`config.mk`:
```
export PLATFORM = sky130hd
export DESIGN_NAME = ps2_rx_fifo_flat
export DESIGN_NICKNAME = d
export VERILOG_FILES = /design/src/rtl/ps2_rx_fifo_if.sv /design/src/rtl/ps2_rx_fifo.sv /design/src/flat_wrapper.sv
export SDC_FILE = /design/constraint.sdc
export NUM_CORES = 1
export LEC_CHECK = 0
export ABC_AREA = 1
export BUFFER_PORTS_ARGS = -buffer_cell sky130_fd_sc_hd__buf_4
export CAP_MARGIN = 20
export CORE_MARGIN = 10
export CORE_UTILIZATION = 50
export CTS_CLUSTER_DIAMETER = 40
export DETAILED_ROUTE_END_ITERATION = 6
export PLACE_DENSITY = 0.77
export SLEW_MARGIN = 20
export SYNTH_ARGS = -nofsm -noshare
export SYNTH_HDL_FRONTEND = slang
export SYNTH_SLANG_ARGS = --single-unit
```
`constraint.sdc`:
```
create_clock -name clk -period 3.4 [get_ports clk]
set_clock_uncertainty 0.15 [all_clocks]
set_input_delay 0.34 -clock clk [delete_from_list [all_inputs] [get_ports clk]]
set_output_delay 0.34 -clock clk [all_outputs]
set_load 0.02 [all_outputs]
```
`src/rtl/ps2_rx_fifo_if.sv`:
```
// Read-side bus of the PS/2 receive FIFO: pop handshake, head entry, occupancy and overflow.
// The FIFO side uses modport slave, the consumer uses modport master.
interface ps2_rx_fifo_if #(
  parameter int FIFO_DEPTH = 8
);
  localparam int CW = $clog2(FIFO_DEPTH) + 1;

  logic          rd_en;
  logic          ovf_clr;
  logic          rd_valid;
  logic [7:0]    rd_code;
  logic          rd_brk;
  logic          rd_ext;
  logic [CW-1:0] fifo_count;
  logic          overflow;

  modport slave (
    input  rd_en, ovf_clr,
    output rd_valid, rd_code, rd_brk, rd_ext, fifo_count, overflow
  );

  modport master (
    output rd_en, ovf_clr,
    input  rd_valid, rd_code, rd_brk, rd_ext, fifo_count, overflow
  );
endinterface

```
`src/rtl/ps2_rx_fifo.sv`:
```
// PS/2 keyboard receiver: frame FSM, E0/F0 prefix decoder and first-word fall-through key FIFO.
// Optional macro PS2_RX_PARITY_CHECK_EN discards frames with bad odd parity and pulses parity_err.
//
// state  | meaning
// IDLE   | waiting for a start bit (falling edge with data=0)
// DATA   | shifting in 8 data bits, LSB first
// PARITY | capturing the parity bit
// STOP   | checking stop bit (and parity), delivering the byte
module ps2_rx_fifo #(
  parameter int FIFO_DEPTH     = 8,
  parameter int TIMEOUT_CYCLES = 50000
) (
  input  logic              clk,
  input  logic              rst,
  input  logic              ps2_clk,
  input  logic              ps2_data,
  ps2_rx_fifo_if.slave      rd_if,
  output logic              parity_err,
  output logic              frame_err
);
  localparam int AW = $clog2(FIFO_DEPTH);
  localparam int CW = AW + 1;
  localparam int TW = (TIMEOUT_CYCLES > 1) ? $clog2(TIMEOUT_CYCLES) : 1;

`ifdef PS2_RX_PARITY_CHECK_EN
  localparam bit PAR_CHK = 1'b1;
`else
  localparam bit PAR_CHK = 1'b0;
`endif

  typedef enum logic [1:0] {IDLE, DATA, PARITY, STOP} state_t;

  state_t        state, state_nxt;
  logic          clk_s1, clk_s2, clk_prev, data_s1, data_s2;
  logic          fall, timeout;
  logic [2:0]    bit_cnt;
  logic [7:0]    shift;
  logic          par_bit, parity_ok;
  logic [TW-1:0] tmo_cnt;
  logic          ext_pend, brk_pend;
  logic          deliver, ferr_nxt, perr_nxt, perr_q;
  logic          push_req, pop, full, do_push, ovf_set;
  logic [9:0]    mem [FIFO_DEPTH];
  logic [AW-1:0] wr_ptr, rd_ptr;
  logic [CW-1:0] count;

  always_ff @(posedge clk or posedge rst) begin
    if (rst) begin
      clk_s1   <= 1'b1;
      clk_s2   <= 1'b1;
      clk_prev <= 1'b1;
      data_s1  <= 1'b1;
      data_s2  <= 1'b1;
    end else begin
      clk_s1   <= ps2_clk;
      clk_s2   <= clk_s1;
      clk_prev <= clk_s2;
      data_s1  <= ps2_data;
      data_s2  <= data_s1;
    end
  end

  assign fall      = clk_prev & ~clk_s2;
  assign timeout   = (state != IDLE) && !fall && (tmo_cnt == '0);
  assign parity_ok = ^{shift, par_bit};

  always_ff @(posedge clk or posedge rst) begin
    if (rst) state <= IDLE;
    else     state <= state_nxt;
  end

  always_comb begin
    state_nxt = state;
    deliver   = 1'b0;
    ferr_nxt  = 1'b0;
    perr_nxt  = 1'b0;
    if (timeout) begin
      state_nxt = IDLE;
      ferr_nxt  = 1'b1;
    end else if (fall) begin
      case (state)
        IDLE:   if (!data_s2) state_nxt = DATA;
        DATA:   if (bit_cnt == 3'd7) state_nxt = PARITY;
        PARITY: state_nxt = STOP;
        STOP: begin
          state_nxt = IDLE;
          if (!data_s2)                 ferr_nxt = 1'b1;
          else if (PAR_CHK && !parity_ok) perr_nxt = 1'b1;
          else                          deliver  = 1'b1;
        end
        default: state_nxt = IDLE;
      endcase
    end
  end

  // Timeout down-counter reloads on every edge; reaching zero outside IDLE aborts the frame.
  always_ff @(posedge clk or posedge rst) begin
    if (rst) begin
      bit_cnt   <= 3'd0;
      shift     <= 8'd0;
      par_bit   <= 1'b0;
      tmo_cnt   <= '0;
      ext_pend  <= 1'b0;
      brk_pend  <= 1'b0;
      frame_err <= 1'b0;
      perr_q    <= 1'b0;
    end else begin
      frame_err <= ferr_nxt;
      perr_q    <= perr_nxt;
      if (fall)                                tmo_cnt <= TW'(TIMEOUT_CYCLES - 1);
      else if (state != IDLE && tmo_cnt != '0) tmo_cnt <= tmo_cnt - 1'b1;
      if (fall && !timeout) begin
        if (state == IDLE)   bit_cnt <= 3'd0;
        if (state == DATA) begin
          shift   <= {data_s2, shift[7:1]};
          bit_cnt <= bit_cnt + 3'd1;
        end
        if (state == PARITY) par_bit <= data_s2;
      end
      if (deliver) begin
        if (shift == 8'hE0)      ext_pend <= 1'b1;
        else if (shift == 8'hF0) brk_pend <= 1'b1;
        else begin
          ext_pend <= 1'b0;
          brk_pend <= 1'b0;
        end
      end
    end
  end

  assign parity_err = PAR_CHK ? perr_q : 1'b0;

  assign push_req = deliver && (shift != 8'hE0) && (shift != 8'hF0);
  assign pop      = rd_if.rd_en && (count != '0);
  assign full     = (count == CW'(FIFO_DEPTH));
  assign do_push  = push_req && (!full || pop);
  assign ovf_set  = push_req && full && !pop;

  always_ff @(posedge clk) begin
    if (do_push) mem[wr_ptr] <= {ext_pend, brk_pend, shift};
  end

  always_ff @(posedge clk or posedge rst) begin
    if (rst) begin
      wr_ptr            <= '0;
      rd_ptr            <= '0;
      count             <= '0;
      rd_if.overflow    <= 1'b0;
    end else begin
      if (do_push) wr_ptr <= wr_ptr + 1'b1;
      if (pop)     rd_ptr <= rd_ptr + 1'b1;
      if (do_push && !pop)      count <= count + 1'b1;
      else if (pop && !do_push) count <= count - 1'b1;
      // A new overflow wins over a simultaneous clear.
      rd_if.overflow <= ovf_set | (rd_if.overflow & ~rd_if.ovf_clr);
    end
  end

  assign rd_if.rd_valid   = (count != '0);
  assign rd_if.fifo_count = count;
  assign rd_if.rd_code    = rd_if.rd_valid ? mem[rd_ptr][7:0] : 8'd0;
  assign rd_if.rd_brk     = rd_if.rd_valid ? mem[rd_ptr][8]   : 1'b0;
  assign rd_if.rd_ext     = rd_if.rd_valid ? mem[rd_ptr][9]   : 1'b0;
endmodule
```
`src/flat_wrapper.sv`:
```
// flat-port wrapper written by rule: the top's interface ports become plain ports
module ps2_rx_fifo_flat 
#(
  parameter int FIFO_DEPTH     = 8,
  parameter int TIMEOUT_CYCLES = 50000
)
  (clk, rst, ps2_clk, ps2_data, parity_err, frame_err, rd_if_rd_en, rd_if_ovf_clr, rd_if_rd_valid, rd_if_rd_code, rd_if_rd_brk, rd_if_rd_ext, rd_if_fifo_count, rd_if_overflow);
  ps2_rx_fifo_if #(.FIFO_DEPTH(FIFO_DEPTH)) rd_if_i ();
  input  logic clk;
  input  logic rst;
  input  logic ps2_clk;
  input  logic ps2_data;
  output logic parity_err;
  output logic frame_err;
  input wire logic [$bits(rd_if_i.rd_en)-1:0] rd_if_rd_en;
  input wire logic [$bits(rd_if_i.ovf_clr)-1:0] rd_if_ovf_clr;
  output wire logic [$bits(rd_if_i.rd_valid)-1:0] rd_if_rd_valid;
  output wire logic [$bits(rd_if_i.rd_code)-1:0] rd_if_rd_code;
  output wire logic [$bits(rd_if_i.rd_brk)-1:0] rd_if_rd_brk;
  output wire logic [$bits(rd_if_i.rd_ext)-1:0] rd_if_rd_ext;
  output wire logic [$bits(rd_if_i.fifo_count)-1:0] rd_if_fifo_count;
  output wire logic [$bits(rd_if_i.overflow)-1:0] rd_if_overflow;
  assign rd_if_i.rd_en = rd_if_rd_en;
  assign rd_if_i.ovf_clr = rd_if_ovf_clr;
  assign rd_if_rd_valid = rd_if_i.rd_valid;
  assign rd_if_rd_code = rd_if_i.rd_code;
  assign rd_if_rd_brk = rd_if_i.rd_brk;
  assign rd_if_rd_ext = rd_if_i.rd_ext;
  assign rd_if_fifo_count = rd_if_i.fifo_count;
  assign rd_if_overflow = rd_if_i.overflow;
  ps2_rx_fifo #(.FIFO_DEPTH(FIFO_DEPTH), .TIMEOUT_CYCLES(TIMEOUT_CYCLES)) u_core (.clk(clk), .rst(rst), .ps2_clk(ps2_clk), .ps2_data(ps2_data), .rd_if(rd_if_i), .parity_err(parity_err), .frame_err(frame_err));
endmodule
```
==> impl_metrics.yaml <==
global_routing:
  grt_start_max_net_pins: 49
  antenna_found_initial: 0
  grt.overflow.total: 0
  first_pass_grt_wire_length_mm: 20.5
  number_of_global_route_vias_before_repair: 4101
  grtUsageTotal_pct: 15.7
placement:
  dpl-instance-area_sq_um: 6180
  place.detailed.hpwl_mm: 7.77
  port-buffer-count: 22
  routabilityCongestion: 0.818
  dpl.cell_count: 741
  placement.setup.worst_slack_ns: 0.644
floorplan:
  num_rows: 39
  die_width_microns: 128
  dieArea_sq_um: 16400
  io-pin-count: 24
  die_y_extent_microns: 128
  core_region_area_sq_um: 11400
  initial_core_util_pct: 51.0
critical_path:
  cp_cell_sequence: "inv_1 -> nand3_1 -> nor2_1 -> nor2_2 -> nand3_2 -> inv_1 -> ha_1 -> inv_1 -> ha_1 -> nand2_1 -> inv_1 -> o21ai_0 -> nand2_1 -> nand2_1 -> nand2_1 -> nand2_1 -> o21ai_0"
  regToRegSetupSlack_ns: 0.59
  critical_path.n_buffers_inverters: 4
  worstSetupPathDepth: 17
  critical_path.startpoint: "u_core.shift[3]"
  type_of_destination_of_the_critical_path: "flop"
  critical-path-max-stage-delay_ns: 0.50
  critPathRequiredTime_ns: 3.55
  regToRegStartpoint: "u_core.shift[3]"
  critical_path_class: "flop to flop"
  family_with_the_most_delay_on_the_worst_path: "simple AND/OR/NAND/NOR gates"
  rr_worst_depth: 17
  crit-reg2reg-capture: "u_core.rd_if.fifo_count[3]"
  worst_setup_path_endpoint: "u_core.rd_if.fifo_count[3]"
  crit_path_start_kind: "flop"
  cp_slowest_cell: "dfrtp_1"
  arrival_time_worst_endpoint_ns: 2.96
  top_fanout_value_on_the_critical_path: 9
  critPathMostFrequentCell: "nand2_1"
detailed_routing:
  detailedRoute.firstIterationViolations: 442
  drc_errors: 0
  wl_per_cell_microns: 15.8
  routed_wl_mm: 12.3
  drtPass1Iterations: 5
  route.antenna.remaining_nets: 0
  via_count: 4139
  vias_per_cell: 5.33
sta:
  slew_of_the_pin_with_the_lowest_slew_margin_ns: 0.868
  drv_slew: 0
  finalWorstSetupSlack_ns: 0.589
  fmax_mhz: 356
  slew_headroom_pct: 42.1
  finalSetupViolations: 0
  setup_total_negative_slack_ns: 0
  timing.final.crit_period_ns: 2.81
  timing.final.hold_violations: 0
  unrepaired_setup_endpoints_after_global_routing: "false"
  period_share_pct: 82.7
pwr:
  power.combinational.fraction_pct: 33.1
  static-leakage-power_uw: 0.00292
  ir_drop_mv: 0.577
  power.density_cell_area_nw_per_um2: 924
  power_frac_seq_pct: 38.5
  p_sw_uw: 2400
  clock_power_share_pct: 28.4
  swShare_pct: 38.1
  intPower_uw: 3900
hold_path:
  worstHoldPathType: "input pin to flop"
cells_and_area:
  post-route-cell-area_sq_um: 6820
  ant_diodes: 0
  fin_cells: 777
  finish.net_count: 642
  area_growth_syn_to_layout_pct: 17.0
  area.sequential_sq_um: 3610
  share_of_post_route_cells_with_drive_strength_above_1_pct: 15.5
  most-common-layout-cells: "nand2_1 (111), nor2_1 (107), edfxtp_1 (80), o21ai_0 (51), inv_1 (46)"
  mostFrequentLayoutCell: "nand2_1"
  multiInputGateArea_sq_um: 1950
  number_of_filler_cells_placed_in_the_layout: 912
cts:
  clkSinkCount: 128
  postCtsSetupBuffers: 0
  numCtsBuffers: 17
  clkSlewWorstSetupHoldPaths_ns: 0.06
  clock_tree.buffer_depth: 2
  post_cts.resized_instances: 0
  ctsRootBufferMaster: "clkbuf_16"
  post_cts_hold_buffer_count: 3
  worst_skew_pair.late_latency_ns: 0.42
  tritoncts_clock_tree: "yes"
  htree_levels: 4
yosys:
  mappedNetlistNets: 604
  post_synth_instance_area_sq_um: 5830
  seq_cells_post_synth: 128
  synth.yosys.seq_area_share_pct: 61.9
  yosys.cell_types.count: 33
  yosys_warnings: 0
  post_synth.cell_area_avg_sq_um: 10.0
  synthesis.instances: 583
run_status:
  run_status: "complete, no violations"
flow_run:
  cap_violations: 0
-- power groups by stage --
| stage | clock, uW | combinational, uW | sequential [uW] |
|---|---|---|---|
| after CTS | 1810 | 2110 | 2410 |
| after floorplan | 0 | 1540 | 2290 |
| after detailed placement | 0 | 2100 | 2430 |
| after global routing | 1890 | 2360 | 2470 |
| final | 1790 | 2090 | 2430 |
| after global placement | 0 | 2020 | 2410 |
-- worst min-delay path, cell delays in order --
cell and delay, ns:
buf_4 0.12, nand3_1 0.09, xnor2_1 0.06
-- Yosys cell counts --
library cell	instances	area share, %
or2_2	2	0.21
o22ai_1	11	1.2
inv_1	47	3.0
dfrtp_1	43	18
buf_6	1	0.19
conb_1	1	0.064
nor3_1	6	0.52
nor2_2	6	0.64
nor2_1	107	6.9
dfstp_2	5	2.3
buf_2	3	0.26
nand3_2	1	0.17
o21ai_0	51	4.4
buf_4	1	0.13
nand2_4	3	0.58
nand3_1	24	2.1
fa_1	1	0.34
mux2_2	1	0.19
clkbuf_1	15	0.97
nand2_2	3	0.32
nand2_1	111	7.1
o21bai_1	1	0.13
a21oi_1	6	0.52
nand4_1	11	1.2
edfxtp_1	80	41
o211ai_1	10	1.3
o21ai_2	6	0.90
nor2_4	2	0.39
nand3b_1	2	0.26
xor2_1	3	0.45
ha_1	14	3.0
inv_2	1	0.064
xnor2_1	4	0.60
-- worst min path at each step --
stage	start	slack [ns]	cells after the start	to
5_1_grt	rd_if_rd_en	0.11	3	u_core.rd_ptr[2]
3_5_place_dp	u_core.clk_s1	0.21	0	u_core.clk_s2
3_3_place_gp	u_core.clk_s1	0.21	0	u_core.clk_s2
6_report	rd_if_rd_en	0.09	3	u_core.rd_ptr[2]
4_1_cts	rd_if_rd_en	0.07	3	u_core.rd_ptr[2]
2_1_floorplan	ps2_clk	0.19	0	u_core.clk_s1
-- metrics by stage --
step | utilization [%] | hold slack (ns) | total power (uW)
floorplan | - | 0.194 | 3830
CTS | 59.6 | 0.0747 | 6340
finish | 59.7 | 0.0851 | 6300
global route | 59.7 | 0.106 | 6720
global placement | 54.1 | 0.210 | 4430
detailed placement | 54.1 | 0.210 | 4530
-- layer usage --
| metal | track usage [%] | vias to the layer above | share of wire [%] |
|---|---|---|---|
| met3 | 3.85 | 19 | 4.5 |
| met1 | 18.4 | 1985 | 43 |
| met2 | 26.9 | 102 | 51 |
| met5 | 0 | - | 0 |
| li1 | - | 2033 | - |
| met4 | 6.56 | 0 | 1.6 |
-- final cells by class --
cell class / instances / area share, %
flip-flops and latches: 128 / 53.0
clock inverters: 14 / 2.29
clock buffers: 18 / 6.44
well taps: 143 / 2.62
inverters: 48 / 2.66
multi-input cells: 387 / 28.6
repair buffers: 39 / 4.44
-- logic make-up (layout without fill, tap and decap cells) --
family | Yosys count | in the layout | synth area share [%]
adder cells (fa/ha/maj) | 15 | 15 | 3.35
AND/OR/NAND/NOR | 278 | 278 | 20.4
flip-flops | 128 | 128 | 61.9
AO/OA/AOI/OAI | 85 | 85 | 8.39
buffers and inverters | 68 | 119 | 4.64
XOR/XNOR | 7 | 7 | 1.05
multiplexers | 1 | 1 | 0.193
other | 1 | 1 | 0.0643
-- state kept, by name, indices dropped and copies added, names as in the netlist --
signal,cells
u_core.bit_cnt,3
u_core.clk_prev,1
u_core.frame_err,1
u_core.tmo_cnt,16
u_core.clk_s1,1
u_core.mem,80
u_core.data_s1,1
u_core.rd_if.fifo_count,4
u_core.clk_s2,1
u_core.brk_pend,1
u_core.data_s2,1
u_core.ext_pend,1
u_core.state,2
u_core.rd_if.overflow,1
u_core.rd_ptr,3
u_core.wr_ptr,3
u_core.shift,8
Note: power is estimated with default switching activity, not from simulation.
